**src/rtl/fp_exec_sequencer_if.sv**
```systemverilog
// Issue, FP-unit, writeback and CSR signals of the FP execution sequencer.
// The slave modport is the sequencer's view; master is the surrounding pipeline.
interface fp_exec_sequencer_if #(
  parameter int unsigned EXPONENT_WIDTH = 8,
  parameter int unsigned FRACTION_WIDTH = 23,
  parameter int unsigned FP_WIDTH       = 1 + EXPONENT_WIDTH + FRACTION_WIDTH
);
  localparam int unsigned WORD_WIDTH    = 32;
  localparam int unsigned FLAGS_WIDTH   = 5;
  localparam int unsigned UNIT_WIDTH    = 3;
  localparam int unsigned COMMAND_WIDTH = 4;
  localparam int unsigned RM_WIDTH      = 3;
  localparam int unsigned REG_WIDTH     = 5;

  logic                     reqValid;
  logic                     reqReady;
  logic [UNIT_WIDTH-1:0]    reqUnit;
  logic [COMMAND_WIDTH-1:0] reqCommand;
  logic [RM_WIDTH-1:0]      reqRm;
  logic [WORD_WIDTH-1:0]    reqIntSrc1;
  logic [WORD_WIDTH-1:0]    reqIntSrc2;
  logic [FP_WIDTH-1:0]      reqFpSrc1;
  logic [FP_WIDTH-1:0]      reqFpSrc2;
  logic [FP_WIDTH-1:0]      reqFpSrc3;
  logic [REG_WIDTH-1:0]     reqRd;
  logic [RM_WIDTH-1:0]      frm;
  logic                     flush;

  logic                     fuEnable;
  logic                     fuFlush;
  logic [UNIT_WIDTH-1:0]    fuUnit;
  logic [COMMAND_WIDTH-1:0] fuCommand;
  logic [RM_WIDTH-1:0]      fuRoundingMode;
  logic [WORD_WIDTH-1:0]    fuIntSrc1;
  logic [WORD_WIDTH-1:0]    fuIntSrc2;
  logic [FP_WIDTH-1:0]      fuFpSrc1;
  logic [FP_WIDTH-1:0]      fuFpSrc2;
  logic [FP_WIDTH-1:0]      fuFpSrc3;
  logic                     fuDone;
  logic                     fuWriteFlags;
  logic [FLAGS_WIDTH-1:0]   fuFlags;
  logic [WORD_WIDTH-1:0]    fuIntResult;
  logic [FP_WIDTH-1:0]      fuFpResult;

  logic                     wbValid;
  logic                     wbReady;
  logic [REG_WIDTH-1:0]     wbRd;
  logic [WORD_WIDTH-1:0]    wbIntResult;
  logic [FP_WIDTH-1:0]      wbFpResult;
  logic                     wbIllegal;

  logic                     csrWrite;
  logic [FLAGS_WIDTH-1:0]   csrWriteValue;
  logic [FLAGS_WIDTH-1:0]   fflags;

  modport slave (
    input  reqValid, reqUnit, reqCommand, reqRm, reqIntSrc1, reqIntSrc2,
           reqFpSrc1, reqFpSrc2, reqFpSrc3, reqRd, frm, flush,
           fuDone, fuWriteFlags, fuFlags, fuIntResult, fuFpResult,
           wbReady, csrWrite, csrWriteValue,
    output reqReady, fuEnable, fuFlush, fuUnit, fuCommand, fuRoundingMode,
           fuIntSrc1, fuIntSrc2, fuFpSrc1, fuFpSrc2, fuFpSrc3,
           wbValid, wbRd, wbIntResult, wbFpResult, wbIllegal, fflags
  );

  modport master (
    output reqValid, reqUnit, reqCommand, reqRm, reqIntSrc1, reqIntSrc2,
           reqFpSrc1, reqFpSrc2, reqFpSrc3, reqRd, frm, flush,
           fuDone, fuWriteFlags, fuFlags, fuIntResult, fuFpResult,
           wbReady, csrWrite, csrWriteValue,
    input  reqReady, fuEnable, fuFlush, fuUnit, fuCommand, fuRoundingMode,
           fuIntSrc1, fuIntSrc2, fuFpSrc1, fuFpSrc2, fuFpSrc3,
           wbValid, wbRd, wbIntResult, wbFpResult, wbIllegal, fflags
  );
endinterface

```
**src/rtl/fp_exec_sequencer.sv**
```systemverilog
// Issue-side sequencer for the FP execution unit: latches one operation, runs it
// on the FP unit, hands the result to writeback and accumulates sticky fflags.
module fp_exec_sequencer #(
  parameter int unsigned EXPONENT_WIDTH = 8,
  parameter int unsigned FRACTION_WIDTH = 23,
  parameter int unsigned FP_WIDTH       = 1 + EXPONENT_WIDTH + FRACTION_WIDTH
) (
  input logic                clk,
  input logic                rst,
  fp_exec_sequencer_if.slave bus
);
  localparam int unsigned WORD_WIDTH    = 32;
  localparam int unsigned FLAGS_WIDTH   = 5;
  localparam int unsigned UNIT_WIDTH    = 3;
  localparam int unsigned COMMAND_WIDTH = 4;
  localparam int unsigned RM_WIDTH      = 3;
  localparam int unsigned REG_WIDTH     = 5;
  localparam logic [RM_WIDTH-1:0] RM_DYN = 3'b111;

  typedef enum logic [1:0] {IDLE, EXEC, WB} state_e;

  state_e                   state_q;
  logic                     req_ready_q;
  logic                     fu_enable_q;
  logic                     wb_valid_q;
  logic [UNIT_WIDTH-1:0]    unit_q;
  logic [COMMAND_WIDTH-1:0] command_q;
  logic [RM_WIDTH-1:0]      rm_q;
  logic [WORD_WIDTH-1:0]    int_src1_q;
  logic [WORD_WIDTH-1:0]    int_src2_q;
  logic [FP_WIDTH-1:0]      fp_src1_q;
  logic [FP_WIDTH-1:0]      fp_src2_q;
  logic [FP_WIDTH-1:0]      fp_src3_q;
  logic [REG_WIDTH-1:0]     rd_q;
  logic [WORD_WIDTH-1:0]    int_result_q;
  logic [FP_WIDTH-1:0]      fp_result_q;
  logic                     write_flags_q;
  logic [FLAGS_WIDTH-1:0]   flags_q;
  logic                     illegal_q;
  logic [FLAGS_WIDTH-1:0]   fflags_q;

  logic [RM_WIDTH-1:0]      eff_rm_c;
  logic                     illegal_rm_c;
  logic                     commit_c;
  logic [FLAGS_WIDTH-1:0]   fflags_next_c;

  // Rounding-mode resolution and the sticky-flag update shared by commit and CSR write.
  always_comb begin
    eff_rm_c      = (bus.reqRm == RM_DYN) ? bus.frm : bus.reqRm;
    illegal_rm_c  = (eff_rm_c == 3'd5) || (eff_rm_c == 3'd6);
    commit_c      = (state_q == WB) && bus.wbReady && !bus.flush;
    fflags_next_c = bus.csrWrite ? bus.csrWriteValue : fflags_q;
    if (commit_c && write_flags_q && !illegal_q) begin
      fflags_next_c = fflags_next_c | flags_q;
    end
  end

  always_ff @(posedge clk or negedge rst) begin
    if (!rst) begin
      state_q       <= IDLE;
      req_ready_q   <= 1'b1;
      fu_enable_q   <= 1'b0;
      wb_valid_q    <= 1'b0;
      unit_q        <= '0;
      command_q     <= '0;
      rm_q          <= '0;
      int_src1_q    <= '0;
      int_src2_q    <= '0;
      fp_src1_q     <= '0;
      fp_src2_q     <= '0;
      fp_src3_q     <= '0;
      rd_q          <= '0;
      int_result_q  <= '0;
      fp_result_q   <= '0;
      write_flags_q <= 1'b0;
      flags_q       <= '0;
      illegal_q     <= 1'b0;
      fflags_q      <= '0;
    end else begin
      fflags_q <= fflags_next_c;
      if (bus.flush) begin
        // Flush wins over any same-cycle accept or commit and drops all held data.
        state_q       <= IDLE;
        req_ready_q   <= 1'b1;
        fu_enable_q   <= 1'b0;
        wb_valid_q    <= 1'b0;
        unit_q        <= '0;
        command_q     <= '0;
        rm_q          <= '0;
        int_src1_q    <= '0;
        int_src2_q    <= '0;
        fp_src1_q     <= '0;
        fp_src2_q     <= '0;
        fp_src3_q     <= '0;
        rd_q          <= '0;
        int_result_q  <= '0;
        fp_result_q   <= '0;
        write_flags_q <= 1'b0;
        flags_q       <= '0;
        illegal_q     <= 1'b0;
      end else begin
        case (state_q)
          IDLE: begin
            if (bus.reqValid) begin
              unit_q        <= bus.reqUnit;
              command_q     <= bus.reqCommand;
              rm_q          <= eff_rm_c;
              int_src1_q    <= bus.reqIntSrc1;
              int_src2_q    <= bus.reqIntSrc2;
              fp_src1_q     <= bus.reqFpSrc1;
              fp_src2_q     <= bus.reqFpSrc2;
              fp_src3_q     <= bus.reqFpSrc3;
              rd_q          <= bus.reqRd;
              int_result_q  <= '0;
              fp_result_q   <= '0;
              write_flags_q <= 1'b0;
              flags_q       <= '0;
              illegal_q     <= illegal_rm_c;
              req_ready_q   <= 1'b0;
              // Illegal rounding modes bypass the FP unit with zero results.
              if (illegal_rm_c) begin
                state_q    <= WB;
                wb_valid_q <= 1'b1;
              end else begin
                state_q     <= EXEC;
                fu_enable_q <= 1'b1;
              end
            end
          end
          EXEC: begin
            if (bus.fuDone) begin
              int_result_q  <= bus.fuIntResult;
              fp_result_q   <= bus.fuFpResult;
              write_flags_q <= bus.fuWriteFlags;
              flags_q       <= bus.fuFlags;
              state_q       <= WB;
              fu_enable_q   <= 1'b0;
              wb_valid_q    <= 1'b1;
            end
          end
          WB: begin
            if (bus.wbReady) begin
              state_q     <= IDLE;
              wb_valid_q  <= 1'b0;
              req_ready_q <= 1'b1;
            end
          end
          default: begin
            state_q     <= IDLE;
            req_ready_q <= 1'b1;
            fu_enable_q <= 1'b0;
            wb_valid_q  <= 1'b0;
          end
        endcase
      end
    end
  end

  assign bus.reqReady       = req_ready_q;
  assign bus.fuEnable       = fu_enable_q;
  assign bus.fuFlush        = bus.flush;
  assign bus.fuUnit         = unit_q;
  assign bus.fuCommand      = command_q;
  assign bus.fuRoundingMode = rm_q;
  assign bus.fuIntSrc1      = int_src1_q;
  assign bus.fuIntSrc2      = int_src2_q;
  assign bus.fuFpSrc1       = fp_src1_q;
  assign bus.fuFpSrc2       = fp_src2_q;
  assign bus.fuFpSrc3       = fp_src3_q;
  assign bus.wbValid        = wb_valid_q;
  assign bus.wbRd           = rd_q;
  assign bus.wbIntResult    = int_result_q;
  assign bus.wbFpResult     = fp_result_q;
  assign bus.wbIllegal      = illegal_q;
  assign bus.fflags         = fflags_q;
endmodule

```
**src/flat_wrapper.sv**
```systemverilog
// flat-port wrapper written by rule: the top's interface ports become plain ports
module fp_exec_sequencer_flat 
#(
  parameter int unsigned EXPONENT_WIDTH = 8,
  parameter int unsigned FRACTION_WIDTH = 23,
  parameter int unsigned FP_WIDTH       = 1 + EXPONENT_WIDTH + FRACTION_WIDTH
)
  (clk, rst, bus_reqValid, bus_reqUnit, bus_reqCommand, bus_reqRm, bus_reqIntSrc1, bus_reqIntSrc2, bus_reqFpSrc1, bus_reqFpSrc2, bus_reqFpSrc3, bus_reqRd, bus_frm, bus_flush, bus_fuDone, bus_fuWriteFlags, bus_fuFlags, bus_fuIntResult, bus_fuFpResult, bus_wbReady, bus_csrWrite, bus_csrWriteValue, bus_reqReady, bus_fuEnable, bus_fuFlush, bus_fuUnit, bus_fuCommand, bus_fuRoundingMode, bus_fuIntSrc1, bus_fuIntSrc2, bus_fuFpSrc1, bus_fuFpSrc2, bus_fuFpSrc3, bus_wbValid, bus_wbRd, bus_wbIntResult, bus_wbFpResult, bus_wbIllegal, bus_fflags);
  fp_exec_sequencer_if #(.EXPONENT_WIDTH(EXPONENT_WIDTH), .FRACTION_WIDTH(FRACTION_WIDTH), .FP_WIDTH(FP_WIDTH)) bus_i ();
  input logic clk;
  input logic rst;
  input wire logic [$bits(bus_i.reqValid)-1:0] bus_reqValid;
  input wire logic [$bits(bus_i.reqUnit)-1:0] bus_reqUnit;
  input wire logic [$bits(bus_i.reqCommand)-1:0] bus_reqCommand;
  input wire logic [$bits(bus_i.reqRm)-1:0] bus_reqRm;
  input wire logic [$bits(bus_i.reqIntSrc1)-1:0] bus_reqIntSrc1;
  input wire logic [$bits(bus_i.reqIntSrc2)-1:0] bus_reqIntSrc2;
  input wire logic [$bits(bus_i.reqFpSrc1)-1:0] bus_reqFpSrc1;
  input wire logic [$bits(bus_i.reqFpSrc2)-1:0] bus_reqFpSrc2;
  input wire logic [$bits(bus_i.reqFpSrc3)-1:0] bus_reqFpSrc3;
  input wire logic [$bits(bus_i.reqRd)-1:0] bus_reqRd;
  input wire logic [$bits(bus_i.frm)-1:0] bus_frm;
  input wire logic [$bits(bus_i.flush)-1:0] bus_flush;
  input wire logic [$bits(bus_i.fuDone)-1:0] bus_fuDone;
  input wire logic [$bits(bus_i.fuWriteFlags)-1:0] bus_fuWriteFlags;
  input wire logic [$bits(bus_i.fuFlags)-1:0] bus_fuFlags;
  input wire logic [$bits(bus_i.fuIntResult)-1:0] bus_fuIntResult;
  input wire logic [$bits(bus_i.fuFpResult)-1:0] bus_fuFpResult;
  input wire logic [$bits(bus_i.wbReady)-1:0] bus_wbReady;
  input wire logic [$bits(bus_i.csrWrite)-1:0] bus_csrWrite;
  input wire logic [$bits(bus_i.csrWriteValue)-1:0] bus_csrWriteValue;
  output wire logic [$bits(bus_i.reqReady)-1:0] bus_reqReady;
  output wire logic [$bits(bus_i.fuEnable)-1:0] bus_fuEnable;
  output wire logic [$bits(bus_i.fuFlush)-1:0] bus_fuFlush;
  output wire logic [$bits(bus_i.fuUnit)-1:0] bus_fuUnit;
  output wire logic [$bits(bus_i.fuCommand)-1:0] bus_fuCommand;
  output wire logic [$bits(bus_i.fuRoundingMode)-1:0] bus_fuRoundingMode;
  output wire logic [$bits(bus_i.fuIntSrc1)-1:0] bus_fuIntSrc1;
  output wire logic [$bits(bus_i.fuIntSrc2)-1:0] bus_fuIntSrc2;
  output wire logic [$bits(bus_i.fuFpSrc1)-1:0] bus_fuFpSrc1;
  output wire logic [$bits(bus_i.fuFpSrc2)-1:0] bus_fuFpSrc2;
  output wire logic [$bits(bus_i.fuFpSrc3)-1:0] bus_fuFpSrc3;
  output wire logic [$bits(bus_i.wbValid)-1:0] bus_wbValid;
  output wire logic [$bits(bus_i.wbRd)-1:0] bus_wbRd;
  output wire logic [$bits(bus_i.wbIntResult)-1:0] bus_wbIntResult;
  output wire logic [$bits(bus_i.wbFpResult)-1:0] bus_wbFpResult;
  output wire logic [$bits(bus_i.wbIllegal)-1:0] bus_wbIllegal;
  output wire logic [$bits(bus_i.fflags)-1:0] bus_fflags;
  assign bus_i.reqValid = bus_reqValid;
  assign bus_i.reqUnit = bus_reqUnit;
  assign bus_i.reqCommand = bus_reqCommand;
  assign bus_i.reqRm = bus_reqRm;
  assign bus_i.reqIntSrc1 = bus_reqIntSrc1;
  assign bus_i.reqIntSrc2 = bus_reqIntSrc2;
  assign bus_i.reqFpSrc1 = bus_reqFpSrc1;
  assign bus_i.reqFpSrc2 = bus_reqFpSrc2;
  assign bus_i.reqFpSrc3 = bus_reqFpSrc3;
  assign bus_i.reqRd = bus_reqRd;
  assign bus_i.frm = bus_frm;
  assign bus_i.flush = bus_flush;
  assign bus_i.fuDone = bus_fuDone;
  assign bus_i.fuWriteFlags = bus_fuWriteFlags;
  assign bus_i.fuFlags = bus_fuFlags;
  assign bus_i.fuIntResult = bus_fuIntResult;
  assign bus_i.fuFpResult = bus_fuFpResult;
  assign bus_i.wbReady = bus_wbReady;
  assign bus_i.csrWrite = bus_csrWrite;
  assign bus_i.csrWriteValue = bus_csrWriteValue;
  assign bus_reqReady = bus_i.reqReady;
  assign bus_fuEnable = bus_i.fuEnable;
  assign bus_fuFlush = bus_i.fuFlush;
  assign bus_fuUnit = bus_i.fuUnit;
  assign bus_fuCommand = bus_i.fuCommand;
  assign bus_fuRoundingMode = bus_i.fuRoundingMode;
  assign bus_fuIntSrc1 = bus_i.fuIntSrc1;
  assign bus_fuIntSrc2 = bus_i.fuIntSrc2;
  assign bus_fuFpSrc1 = bus_i.fuFpSrc1;
  assign bus_fuFpSrc2 = bus_i.fuFpSrc2;
  assign bus_fuFpSrc3 = bus_i.fuFpSrc3;
  assign bus_wbValid = bus_i.wbValid;
  assign bus_wbRd = bus_i.wbRd;
  assign bus_wbIntResult = bus_i.wbIntResult;
  assign bus_wbFpResult = bus_i.wbFpResult;
  assign bus_wbIllegal = bus_i.wbIllegal;
  assign bus_fflags = bus_i.fflags;
  fp_exec_sequencer #(.EXPONENT_WIDTH(EXPONENT_WIDTH), .FRACTION_WIDTH(FRACTION_WIDTH), .FP_WIDTH(FP_WIDTH)) u_core (.clk(clk), .rst(rst), .bus(bus_i));
endmodule
```
**config.mk**
```make
export PLATFORM = sky130hd
export DESIGN_NAME = fp_exec_sequencer_flat
export DESIGN_NICKNAME = d
export VERILOG_FILES = /design/src/rtl/fp_exec_sequencer_if.sv /design/src/rtl/fp_exec_sequencer.sv /design/src/flat_wrapper.sv
export SDC_FILE = /design/constraint.sdc
export NUM_CORES = 1
export LEC_CHECK = 0
export BUFFER_PORTS_ARGS = -buffer_cell sky130_fd_sc_hd__buf_4
export CAP_MARGIN = 25
export CORE_AREA = 8 8 189 191
export DETAILED_ROUTE_END_ITERATION = 8
export DIE_AREA = 0 0 197 199
export PLACE_DENSITY = 0.57
export SYNTH_ARGS = -nofsm -noshare
export SYNTH_HDL_FRONTEND = slang
export SYNTH_SLANG_ARGS = --single-unit
```
**constraint.sdc**
```tcl
create_clock -name clk -period 3.1 [get_ports clk]
set_clock_uncertainty 0.1 [all_clocks]
set_input_delay 0.155 -clock clk [delete_from_list [all_inputs] [get_ports clk]]
set_output_delay 0.155 -clock clk [all_outputs]
set_load 0.005 [all_outputs]
```
==> impl_metrics.yaml <==
clock_tree:
  root_buffer: "clkbuf_16"
  cts_tree: "built"
  cts_num_sinks: 256
  cts_max_level: 1
  numCtsBuffers: 29
  cts_buffer_depth: 3
  clkLatencyLatePin_ps: 550
  clkTransAtPathRegs_ps: 60
  cts-resized-gates: 0
worst_setup_path:
  rrSetupSlack_ps: 520
  crit_path_top_delay_cell: "dlygate4sd3_1"
  critPathMaxFanout: 4
  start_kind: "input port"
  worst-setup-path-type: "in2reg"
  reg2reg_depth: 6
  crit_chain: "dlygate4sd3_1 -> buf_4 -> nand2_1 -> o21ai_0 -> dlygate4sd3_1 -> xnor2_1 -> dlygate4sd3_1 -> o21ai_0 -> dlygate4sd3_1"
  crit_top_cell: "dlygate4sd3_1"
  r2r_end: "u_core.bus.wbIllegal"
  cp-end-kind: "flop"
  critPathMaxStageDelay_ps: 590
  crit_arrival_ps: 2930
  r2r-start: "u_core.state_q[1]"
  cp.required_ps: 3440
route:
  post_drt_wl_per_cell_um: 19.48
  wl_um: 39000
  drt-initial-drc-count: 461
  drtAntennaViolNets: 0
  drt_pre_antenna_iters: 6
  vias_per_cell: 4.646
  drc: 0
  vias: 9301
synthesis:
  yosys_warnings: 0
  syn_avg_cell_area_um2: 12.66
  synth_cell_types: 34
  syn_area_um2: 9623
  synth_edf_count: 0
  syn_nets: 1020
  async_flop_share_pct: 100.0
  synth_cells: 760
  yosysSeqAreaShare_pct: 66.58
  synth_ff_type: "dfrtp_1"
  ys_ff_latch: 256
hold_path:
  hold_class: "in2reg"
  hold_end: "u_core.bus.wbValid"
  worstHoldStart: "bus_frm[2]"
  hold_depth: 4
power_and_ir_drop:
  p_int_w: 0.006594
  power.leakage_nw: 8.764
  finalPower_w: 0.008842
  seqPwrFrac_pct: 42.4
  netSwitchingFraction_pct: 25.42
  powerDensity_nw_per_um2: 501.0
  ir_drop_uv: 363.7
  combPwrFrac_pct: 18.6
  p_clk_share_pct: 39.0
  switchingPower_w: 0.002248
sta:
  finalMaxSlewViolations: 0
  fin_crit_sh_pct: 83.60
  hold_viol_final: 0
  finalSetupViolations: 0
  clock.fmax_mhz: 385.9
  tightest_slew_ps: 644.4
  fin_setup_tns_ps: 0
  max_slew_margin_pct: 57.04
  fin_crit_ps: 2592
  rsz0062_at_grt: "false"
grt:
  antenna_found_initial: 1
  grt-ovfl-total: 0
  first_global_vias: 10204
  grt_first_pass_wirelength_um: 60090
  grt_max_degree: 141
  grtUsageTotal_pct: 19.08
placed_design:
  place_congestion: 0.7874
  port_buffers: 508
  hpwl_um: 26070
cells_and_area:
  final_common_cell: "buf_4"
  final_cell_mix: "buf_4, dlygate4sd3_1, dfrtp_1, a22o_1, o21ai_0"
  layout-drive-gt1-share_pct: 37.86
  fillCellCount: 2757
  fin_nets: 1790
  area_growth_pct: 83.40
  post-route-util_pct: 53.70
die:
  io_pins: 509
  core_area_um2: 32860
  dieHeight_um: 199
  initial_utilization_pct: 29.28
  die_w_um: 197
  core.rowCount: 67
  die_area_um2: 39200
flow_run:
  maxCapViolations: 0
status:
  status: "complete, no violations"
[sequential cells by signal, indices dropped and copies added (netlist names), 32 cells and up]
name                    count
u_core.bus.fuFpSrc2        32
u_core.bus.fuFpSrc3        32
u_core.bus.fuFpSrc1        32
u_core.bus.fuIntSrc1       32
u_core.bus.wbIntResult     32
u_core.bus.wbFpResult      32
u_core.bus.fuIntSrc2       32
[power by group through the flow]
stage	combinational, W	clock (W)	sequential (W)
2_1_floorplan	0.000449	0	0.00379
3_3_place_gp	0.00132	0	0.00380
3_5_place_dp	0.00134	0	0.00380
4_1_cts	0.00164	0.00355	0.00374
5_1_grt	0.00178	0.00369	0.00378
6_report	0.00164	0.00345	0.00375
[cells in the mapped netlist, drive strengths merged (2+ instances only)]
master    n  area (µm²)
dfrtp   255        6381
a22o    172        1506
o21ai    81       409.1
inv      71       266.5
nand3    71       355.3
buf      58       349.1
nand2     9       33.78
clkbuf    8       31.28
a221o     5       50.05
nor2b     5       31.28
nor2      3       13.77
a21oi     2       10.01
mux2i     2       20.02
nor3      2       15.01
o211ai    2       15.01
o21a      2       15.01
[metrics by stage]
step                instance area, µm²  hold WS (ps)  setup WS, ps  std cells
finish                           17650         94.29         508.5       2002
floorplan                         9623        -240.6          1584        760
detailed placement               13940         100.6          1038       1673
global route                     17650         107.0         412.1       2002
global placement                 13940         93.05          1101       1673
CTS                              17630         71.28         39.65       1999
[worst max path at each step]
stage	start	to	slack [ps]	cells after the start
2_1_floorplan	u_core.state_q[1]	u_core.bus.fuFpSrc1[0]	1580	6
3_3_place_gp	u_core.state_q[0]	u_core.bus.fuFpSrc1[6]	1100	4
3_5_place_dp	u_core.state_q[0]	u_core.bus.fuIntSrc1[26]	1040	4
4_1_cts	u_core.state_q[1]	u_core.bus.wbIllegal	40	6
5_1_grt	bus_reqRm[0]	u_core.bus.wbIllegal	410	9
6_report	bus_reqRm[2]	u_core.bus.wbIllegal	510	9
[final cells by class]
cell class                      count  area [µm²]  share of cell area (%)
Timing Repair Buffer              805        6857                   38.85
Sequential cell                   256        6407                   36.31
Multi-Input combinational cell    367        2589                   14.67
Clock buffer                       46       889.6                   5.041
Tap cell                          448       560.5                   3.176
Inverter                           71       266.5                   1.510
Clock inverter                      8       76.32                  0.4325
Antenna cell                        1       2.502                 0.01418
[worst max-delay path: cells and delay by family]
family / cells / cell delay [ps]
simple gates: 1 / 50
buf+inv: 5 / 2410
compound gates: 2 / 130
xor+xnor: 1 / 180
[routing by layer]
metal	up-vias	GRT usage [%]	part of all wire, %
met3	59	6.040	8.8
met5	-	0	0
met4	0	5.322	2.2
met2	415	32.13	49
li1	4270	-	-
met1	4557	23.30	40
[cells by family after synthesis]
family	share of synthesized area, %
and+or+nand+nor	5.175
muxes	0.3251
buffers and inverters	6.722
xor gates and xnor gates	0.1821
DFF	66.58
AOI/OAI and AO/OA	21.01
[what timing repair did]
action | in CTS | in global routing
hold buffers | 272 | 0
endpoints found under the hold margin | 328 | 0
endpoints found under the setup margin | 0 | 1
buffers inserted | 0 | 2
Power figures use the tool's default switching activity.
